--- src/rtl/hs_pkg.sv ---
// Shared definitions for the valid/ready handshake family (pipe stage,
// beat packer, ...).
//   BEAT_W : width of one beat on the upstream pipe stage.
//   beat_t : one beat of upstream data.
//   clog2  : constant-foldable ceiling log2, used to size counters/ports.
package hs_pkg;

  localparam int BEAT_W = 3;

  typedef logic [BEAT_W-1:0] beat_t;

  // Ceiling log2; clog2(1) = 0. Only used on elaboration-time constants.
  function automatic int clog2(input int value);
    int result;
    int rem;
    result = 0;
    rem    = value - 1;
    while (rem > 0) begin
      result = result + 1;
      rem    = rem >> 1;
    end
    return result;
  endfunction

endpackage

--- src/rtl/beat_packer_outreg.sv ---
// Output register slot for a valid/ready producer.
// Holds one word plus its populated-beat count. A load takes priority over
// an output transfer, so a transfer and a load in the same cycle keep
// valid_out high with the new contents (no bubble). Contents stay stable
// while valid_out && !ready_out.
// Ports:
//   sys_clk, rst_n  clock, asynchronous active-low reset
//   load            write load_data/load_beats into the slot this cycle
//   load_data       word to store
//   load_beats      populated-beat count to store
//   ready_out       downstream accepts the word
//   valid_out       slot holds a word
//   data_out        stored word
//   beats_out       stored beat count
//   out_free        slot is empty or is being emptied this cycle
module beat_packer_outreg #(
  parameter int DATA_W  = 12,
  parameter int BEATS_W = 3
) (
  input  logic               sys_clk,
  input  logic               rst_n,
  input  logic               load,
  input  logic [DATA_W-1:0]  load_data,
  input  logic [BEATS_W-1:0] load_beats,
  input  logic               ready_out,
  output logic               valid_out,
  output logic [DATA_W-1:0]  data_out,
  output logic [BEATS_W-1:0] beats_out,
  output logic               out_free
);

  assign out_free = !valid_out || ready_out;

  // NOTE: sequential state uses non-blocking assignments so every register
  // samples pre-edge values regardless of statement order.
  // NOTE: the data/beat registers are reset as well, because the output
  // ports must read zero during and straight after reset.
  always_ff @(posedge sys_clk or negedge rst_n) begin
    if (!rst_n) begin
      valid_out <= 1'b0;
      data_out  <= '0;
      beats_out <= '0;
    end else if (load) begin
      valid_out <= 1'b1;
      data_out  <= load_data;
      beats_out <= load_beats;
    end else if (ready_out) begin
      valid_out <= 1'b0;
    end
  end

endmodule

--- src/rtl/beat_packer.sv ---
// beat_packer: packs BEATS consecutive upstream beats into one wide word.
// An assembly register collects beats lane by lane; a closed word goes
// straight into the output slot when it is free, otherwise it parks in the
// assembly register (asm_full) and ready_in drops until it drains.
// ready_in depends on registered state only (no ready_out -> ready_in path).
// last_in on an accepted beat closes a partial word; unused lanes are zero.
// BEATS must be in 2..16.
// Ports:
//   sys_clk, rst_n        clock, asynchronous active-low reset
//   valid_in/data_in      upstream beat
//   last_in               accepted beat is the final beat of its word
//   ready_in              block accepts a beat this cycle
//   valid_out/data_out    packed word, beat k at [k*DATA_W +: DATA_W]
//   beats_out             populated lanes in data_out (1..BEATS)
//   ready_out             downstream accepts the word
// Optional (macro BEAT_PACKER_STATS_EN):
//   word_cnt              output transfers, wraps at 16'hFFFF
//   stall_cnt             cycles with valid_out && !ready_out, saturating
module beat_packer
  import hs_pkg::*;
#(
  parameter int DATA_W = BEAT_W,
  parameter int BEATS  = 4
) (
  input  logic                         sys_clk,
  input  logic                         rst_n,
  input  logic                         valid_in,
  input  logic [DATA_W-1:0]            data_in,
  input  logic                         last_in,
  output logic                         ready_in,
  output logic                         valid_out,
  output logic [DATA_W*BEATS-1:0]      data_out,
  output logic [clog2(BEATS+1)-1:0]    beats_out,
  input  logic                         ready_out
`ifdef BEAT_PACKER_STATS_EN
  ,
  output logic [15:0]                  word_cnt,
  output logic [15:0]                  stall_cnt
`endif
);

  localparam int OUT_W = DATA_W * BEATS;
  localparam int CNT_W = clog2(BEATS);
  localparam int BO_W  = clog2(BEATS + 1);

  logic [OUT_W-1:0] asm_data;
  logic [CNT_W-1:0] asm_cnt;
  logic             asm_full;

  logic [OUT_W-1:0] merged;
  logic             in_fire;
  logic             close;
  logic             out_free;
  logic             drain;
  logic             load;
  logic [OUT_W-1:0] load_data;
  logic [BO_W-1:0]  load_beats;

  assign ready_in = !asm_full;
  assign in_fire  = valid_in && ready_in;
  assign close    = in_fire && ((asm_cnt == CNT_W'(BEATS - 1)) || last_in);
  assign drain    = asm_full && out_free;

  // Assembly contents with the incoming beat written into lane asm_cnt.
  // NOTE: every always_comb output gets a default first, so no path can
  // leave it unassigned and infer a latch.
  always_comb begin
    merged = asm_data;
    for (int k = 0; k < BEATS; k++) begin
      if (asm_cnt == CNT_W'(k)) begin
        merged[k*DATA_W +: DATA_W] = data_in;
      end
    end
  end

  // A parked word keeps asm_cnt at its closing lane, so the beat count is
  // asm_cnt+1 for both a direct load and a drain.
  assign load       = drain || (close && out_free);
  assign load_data  = asm_full ? asm_data : merged;
  assign load_beats = BO_W'(asm_cnt) + BO_W'(1);

  always_ff @(posedge sys_clk or negedge rst_n) begin
    if (!rst_n) begin
      asm_data <= '0;
      asm_cnt  <= '0;
      asm_full <= 1'b0;
    end else if (drain) begin
      asm_data <= '0;
      asm_cnt  <= '0;
      asm_full <= 1'b0;
    end else if (in_fire) begin
      if (close) begin
        if (out_free) begin
          asm_data <= '0;
          asm_cnt  <= '0;
        end else begin
          asm_data <= merged;
          asm_full <= 1'b1;
        end
      end else begin
        asm_data <= merged;
        asm_cnt  <= asm_cnt + CNT_W'(1);
      end
    end
  end

  beat_packer_outreg #(
    .DATA_W  (OUT_W),
    .BEATS_W (BO_W)
  ) u_outreg (
    .sys_clk    (sys_clk),
    .rst_n      (rst_n),
    .load       (load),
    .load_data  (load_data),
    .load_beats (load_beats),
    .ready_out  (ready_out),
    .valid_out  (valid_out),
    .data_out   (data_out),
    .beats_out  (beats_out),
    .out_free   (out_free)
  );

`ifdef BEAT_PACKER_STATS_EN
  always_ff @(posedge sys_clk or negedge rst_n) begin
    if (!rst_n) begin
      word_cnt  <= '0;
      stall_cnt <= '0;
    end else begin
      if (valid_out && ready_out) begin
        word_cnt <= word_cnt + 16'd1;
      end
      if (valid_out && !ready_out && (stall_cnt != 16'hFFFF)) begin
        stall_cnt <= stall_cnt + 16'd1;
      end
    end
  end
`endif

endmodule
--- config.mk ---
export PLATFORM = sky130hd
export DESIGN_NAME = beat_packer
export DESIGN_NICKNAME = d
export VERILOG_FILES = /design/src/rtl/hs_pkg.sv /design/src/rtl/beat_packer_outreg.sv /design/src/rtl/beat_packer.sv
export SDC_FILE = /design/constraint.sdc
export NUM_CORES = 1
export LEC_CHECK = 0
export ABC_AREA = 1
export CAP_MARGIN = 20
export CORE_ASPECT_RATIO = 0.7
export CORE_MARGIN = 1
export CORE_UTILIZATION = 50
export CTS_BUF_LIST = sky130_fd_sc_hd__clkbuf_4 sky130_fd_sc_hd__clkbuf_8 sky130_fd_sc_hd__clkbuf_16
export CTS_CLUSTER_SIZE = 40
export DETAILED_ROUTE_END_ITERATION = 7
export GPL_TIMING_DRIVEN = 0
export MAX_ROUTING_LAYER = met4
export PLACE_DENSITY = 0.83
export SETUP_SLACK_MARGIN = 0.05
export SLEW_MARGIN = 25
export SYNTH_ARGS = -nofsm -noshare
export SYNTH_HDL_FRONTEND = slang
export SYNTH_HIERARCHICAL = 1
export SYNTH_SLANG_ARGS = --single-unit
--- constraint.sdc ---
create_clock -name sys_clk -period 2.1 [get_ports sys_clk]
set_input_delay 0.42 -clock sys_clk [delete_from_list [all_inputs] [get_ports sys_clk]]
set_output_delay 0.42 -clock sys_clk [all_outputs]
set_load 0.05 [all_outputs]
; After elaboration in Yosys (flattened, before gate mapping)
; Cells that the tools add are included.
[classes]
add_sub_neg = 2
eq_ne = 5
muxes = 19
reduce_logical = 15
[ops]
columns = operator, count
row1 = two-way mux 12 bit, 5
row2 = two-way mux 3 bit, 4
row3 = two-way mux 2 bit, 4
row4 = two-way mux 1 bit, 6
row5 = nonzero test 2 bit, 3
row6 = "== test 2 bit, second input constant", 2
row7 = logical AND 1 bit, 4
row8 = "adder 2 x 1 -> 3 bit, second input constant", 1
row9 = logical OR 1 bit, 3
row10 = "inequality test 3 x 1 -> 1 bit, second input constant", 1
row11 = AND reduction 3 bit, 1
row12 = "adder 2 x 1 -> 2 bit, second input constant", 1
row13 = "== test 2 x 1 -> 1 bit, second input constant", 1
row14 = logical NOT 1 bit, 2
row15 = logical NOT 2 bit, 1
row16 = "inequality test 2 x 1 -> 1 bit, second input constant", 1
row17 = AND reduction 2 bit, 1
[word_totals]
register_bits = 31
inputBits = 8
out_inout_bits = 17
wordCells = 47

; Depth between registers and ports, before layout
; Gate-level depths: netlist of run 1.
[logic_depth]
word_depth = 6
mapped_depth = 13
depth_no_buf = 10

; Hierarchy
; Netlist of run 1, hierarchy kept.
[by_module_without_submodules]
columns = mod, n_inst, cells_per_inst, area_per_inst_um2, seq_area_each_um2
row1 = beat_packer, 1, 172, 1067.3, 375.4
row2 = beat_packer_outreg, 1, 68, 646.9, 400.4

; Least setup slack after synthesis of run 1
; Ideal clock, no wire load.
[synth_path]
path_kind = reg2reg
startpoint = register asm_cnt[0]
endpoint = register u_outreg.beats_out[0]
setup_ns = 0.119
arrival_ns = 1.554
required_ns = 1.981
slack_ns = 0.427
path_stages_with_launch = 13
n_path_buf = 3
cell_sequence = dfrtp_1 > ha_1 > inv_1 > nand2_1 > nand2_1 > nand2_1 > nand2_2 > buf_2 > inv_1 > buf_6 > clkbuf_8 > nand2_1 > nand2_1
[synth_between]
elab_chain_len = 5
word_cells_on_any_way = 6
classes_between = add/sub: 1 / eq/ne: 1 / reduce/logical: 4
[synth_lines]
columns = element, line
row1 = "start, declared", beat_packer.sv:47  ; logic [CNT_W-1:0] asm_cnt;
row2 = "start signal, assigned", beat_packer.sv:102  ; asm_cnt <= asm_cnt + CNT_W'(1);
row3 = == test 2 bit, beat_packer.sv:61  ; assign close = in_fire && ((asm_cnt == CNT_W'(BEATS - 1)) || last_in);
row4 = logical OR 1 bit, beat_packer.sv:61
row5 = logical AND 1 bit, beat_packer.sv:61
row6 = logical AND 1 bit, beat_packer.sv:78  ; assign load = drain || (close && out_free);
row7 = logical OR 1 bit, beat_packer.sv:78
row8 = via load, beat_packer.sv:55  ; logic load;
row9 = "end signal, assigned", beat_packer_outreg.sv:46  ; beats_out <= load_beats;
row10 = "end, declared", beat_packer_outreg.sv:28  ; output logic [BEATS_W-1:0] beats_out,
; The timed path passes the listed nets, and every way through them passes these cells.
; A chain may end at the register's enable or synchronous reset.

; Worst setup path after layout of run 1
[layout_path]
startpoint = register asm_cnt[1]
endpoint = register u_outreg.data_out[3]
[layout_between]
elab_chain_len = 5
word_cells_on_any_way = 8
classes_between = eq/ne: 2 / mux: 2 / reduce/logical: 4
[layout_lines]
columns = element, line
row1 = == test 2 bit, beat_packer.sv:61
row2 = logical OR 1 bit, beat_packer.sv:61
row3 = logical AND 1 bit, beat_packer.sv:61
row4 = logical AND 1 bit, beat_packer.sv:78
row5 = logical OR 1 bit, beat_packer.sv:78
row6 = via load, beat_packer.sv:55
row7 = "end signal, assigned", beat_packer_outreg.sv:45  ; data_out <= load_data;
row8 = "end, declared", beat_packer_outreg.sv:27  ; output logic [DATA_W-1:0] data_out,
; The timed path passes the listed nets, and every way through them passes these cells.

==> results.md, run 1 <==
- Max capacitance violation total: 0
- Share of the synthesized area in the top cell type: 0.453
- Worst R2R Start: asm_cnt[1]
- Most frequent cells in the layout: sky130_fd_sc_hd__nand2_1, sky130_fd_sc_hd__inv_1, sky130_fd_sc_hd__dfrtp_1
- Top fanout value on the critical path: 10
- R2R cell count: 12
- Quantity of gates resized following cts: 2
- Maximum count of clock buffers along a single path: 2
- DRC: 0
- Clock net sink count: 31
- Max Slew Vio Count: 0
- Register area share after synthesis: 0.453
- Sequential Power Share: 0.329
- Headroom to the max-slew limit: 0.558
- TritonCTS buffer count: 5
- Worst reg2reg setup slack: 210 ps
- Crit Path Class: flop to flop
- Crit. End Element: flop
- Routed wirelength normalized by instance count: 11.2 microns
- Share of cells above drive strength 1: 0.0886
- Max Freq: 528 MHz
- Cells after synthesis: 240
- Clock root buffer: sky130_fd_sc_hd__clkbuf_8
- Detailed Routing Iterations Pass 1: 4
- Setup violators final: 0
- Input/output buffers: 24
- Worst setup margin: 205 ps
- Sw Pwr: 0.00137 W
- Netlist Area Pre-Place: 0.00171 sq mm
- Total power per unit cell area: 1430 mW/mm^2
- Most common cell after layout, fill and taps aside: sky130_fd_sc_hd__nand2_1
- Synth area leaders: sky130_fd_sc_hd__dfrtp_1, sky130_fd_sc_hd__nand2_1, sky130_fd_sc_hd__inv_1
- Largest net degree at the start of global routing: 32
- Start point of the critical path: asm_cnt[1]
- Data required, critical path: 2270 ps
- Skew final: 3.54 ps
- Hold violation count in the final report: 0
- Hold bufs inserted after CTS: 0
- DP Wirelength: 2.70 mm
- Overall fraction of global-route tracks in use: 0.235
- Gpl congestion: 0.866
- Worst-margin pin slew: 663 ps
- Core Area: 0.00321 sq mm
- Area of the die: 0.00367 sq mm
- TritonCTS clock tree: done
- Clk pin slew, worst setup/hold paths: 60 ps
- Starting density of the core: 0.534
- Overflow left after global routing: 0
- Worst IR drop on VDD: 683 uV
- Post-layout instance area: 0.00209 sq mm
- Pleak: 1.18 nW
- Synth-to-layout area growth: 22.0%
- Sum of internal, switching and leakage power: 0.00298 W
- Net count, final: 284
- Cell count after placement: 311
- Number of standard cells in the final layout excluding fillers: 318
- Wire length of the first global-routing pass: 6.21 mm
- Fraction of power consumed by the clock network: 0.154
- RSZ-0062 raised after global routing: false
- Number of antenna violations at the first check in global routing: 0
- Worst hold-check path type: input pin to async pin
- Data arrival at the endpoint of the critical path: 2060 ps
- Via count of the routed design: 1483
- FILL cells: 298
- Site Rows: 17
- Number of flip-flops and latches in the synthesized netlist: 31
- Aggregate routed wire length: 3.56 mm
- Combinational fraction of design power: 0.517
- Worst-Skew Late Latency: 280 ps
- End point of the critical path: u_outreg/data_out[3]
- Minimum clock period: 1890 ps
- Largest area contributor in the netlist: sky130_fd_sc_hd__dfrtp_1
- Crit start category: flop
- Average vias per placed instance: 4.66
- Synth warnings: 6
- Die X: 72.0 microns
- H-tree depth: 2
- Number of buffers inserted to repair setup after CTS: 0
- Status: finished, final reports clean
- Count of antenna-violating nets left after detailed routing: 0
- Unique masters post-synth: 17
- Syn Area/Cell: 7.14 sq um
- Setup TNS: 0 ps
- DRT iter0 DRCs: 70
- Total inserted antenna cells: 0
- Worst slack at placement: 27.4 ps
- Switching share of power: 0.460
- Internal Pwr Total: 0.00161 W
- Net count after synthesis: 253
- FF-to-FF End: u_outreg/data_out[3]
- Boundary pin count: 25
- Final period util: 0.902
- Placed Instance Area: 0.00201 sq mm
- Vias in the first global route: 1351
- Y dimension of the die: 51.0 microns
## stage by stage
| step | hold slack, ps | util |
|---|---|---|
| after floorplan | 124 | - |
| after detailed placement | 465 | 0.625 |
| after CTS | 206 | 0.653 |
| after global placement | 454 | 0.627 |
| final | 173 | 0.651 |
| after global routing | 216 | 0.651 |
## flip-flops by register name, indices dropped and copies added (netlist names)
signal,flops
asm_cnt,2
asm_data,12
asm_full,1
u_outreg/beats_out,3
u_outreg/data_out,12
u_outreg/valid_out,1
## cell usage after synthesis
library cell	count
sky130_fd_sc_hd__nand2_1	125
sky130_fd_sc_hd__inv_1	33
sky130_fd_sc_hd__dfrtp_1	31
sky130_fd_sc_hd__o21ai_0	24
sky130_fd_sc_hd__nand2_2	6
sky130_fd_sc_hd__ha_1	5
sky130_fd_sc_hd__buf_6	3
sky130_fd_sc_hd__buf_2	2
sky130_fd_sc_hd__nand3_1	2
sky130_fd_sc_hd__o21ai_1	2
sky130_fd_sc_hd__a21oi_1	1
sky130_fd_sc_hd__buf_12	1
sky130_fd_sc_hd__clkbuf_1	1
sky130_fd_sc_hd__clkbuf_8	1
sky130_fd_sc_hd__inv_2	1
sky130_fd_sc_hd__inv_8	1
sky130_fd_sc_hd__nor2_1	1
## metal layers
| metal | wire length, microns | global-route usage | vias up |
|---|---|---|---|
| li1 | - | - | 779 |
| met1 | 1830 | 0.325 | 645 |
| met2 | 1470 | 0.329 | 53 |
| met3 | 200 | 0.0690 | 6 |
| met4 | 54 | 0.0850 | 0 |
| met5 | 0 | - | - |
## power groups by stage
stage / clock, W / combinational, W / sequential, W
floorplan: 0 / 0.000708 / 0.00136
global placement: 0 / 0.00150 / 0.000977
detailed placement: 0 / 0.00153 / 0.000993
CTS: 0.000476 / 0.00154 / 0.000983
global route: 0.000510 / 0.00172 / 0.00101
finish: 0.000459 / 0.00154 / 0.000983
## worst max-delay path: stages (launching register included)
cell                       delay, ps
sky130_fd_sc_hd__dfrtp_1         440
sky130_fd_sc_hd__ha_1            260
sky130_fd_sc_hd__inv_1            60
sky130_fd_sc_hd__nand2_1          60
sky130_fd_sc_hd__nand2_1         100
sky130_fd_sc_hd__nand2_1          70
sky130_fd_sc_hd__nand2_2          90
sky130_fd_sc_hd__buf_2           220
sky130_fd_sc_hd__inv_1            70
sky130_fd_sc_hd__buf_6           140
sky130_fd_sc_hd__clkbuf_8        160
sky130_fd_sc_hd__nand2_1          60
sky130_fd_sc_hd__nand2_1          50
## area by class of cell
class | count | area, sq um | share of cell area
multi-input cells | 166 | 718 | 0.344
clock inverters | 1 | 5.00 | 0.00239
repair buffers | 24 | 230 | 0.110
plain buffers | 8 | 81.3 | 0.0389
clock buffers | 6 | 82.6 | 0.0395
well taps | 47 | 58.8 | 0.0281
inverters | 35 | 139 | 0.0664
flip-flops and latches | 31 | 776 | 0.371
## worst min path at each step
| stage | startpoint | to | slack, ps | depth (start not counted) |
|---|---|---|---|---|
| 6_report | rst_n | u_outreg/beats_out[2] | 170 | 1 |
| 5_1_grt | rst_n | u_outreg/data_out[4] | 220 | 1 |
| 4_1_cts | rst_n | u_outreg/beats_out[2] | 210 | 1 |
| 2_1_floorplan | rst_n | asm_cnt[0] | 120 | 0 |
| 3_3_place_gp | u_outreg/data_out[4] | u_outreg/data_out[4] | 450 | 2 |
| 3_5_place_dp | u_outreg/data_out[4] | u_outreg/data_out[4] | 470 | 2 |
## logic make-up after synthesis
group                    share of synthesized area
AO/OA/AOI/OAI                               0.0788
adder cells (fa/ha/maj)                     0.0365
buffers and inverters                        0.128
flip-flops                                   0.453
AND/OR/NAND/NOR                              0.304
Power figures use the tool's default switching activity.
==> run 2: changes to the inputs <==
--- a/config.mk
+++ b/config.mk
@@ -11,7 +11,7 @@
 export CORE_MARGIN = 1
 export CORE_UTILIZATION = 50
 export CTS_BUF_LIST = sky130_fd_sc_hd__clkbuf_4 sky130_fd_sc_hd__clkbuf_8 sky130_fd_sc_hd__clkbuf_16
-export CTS_CLUSTER_SIZE = 40
+export CTS_CLUSTER_SIZE = 16
 export DETAILED_ROUTE_END_ITERATION = 7
 export GPL_TIMING_DRIVEN = 0
 export MAX_ROUTING_LAYER = met4
==> results of run 2 <==
Same layout as run 1: the final DEF is identical, and so are final timing and power.
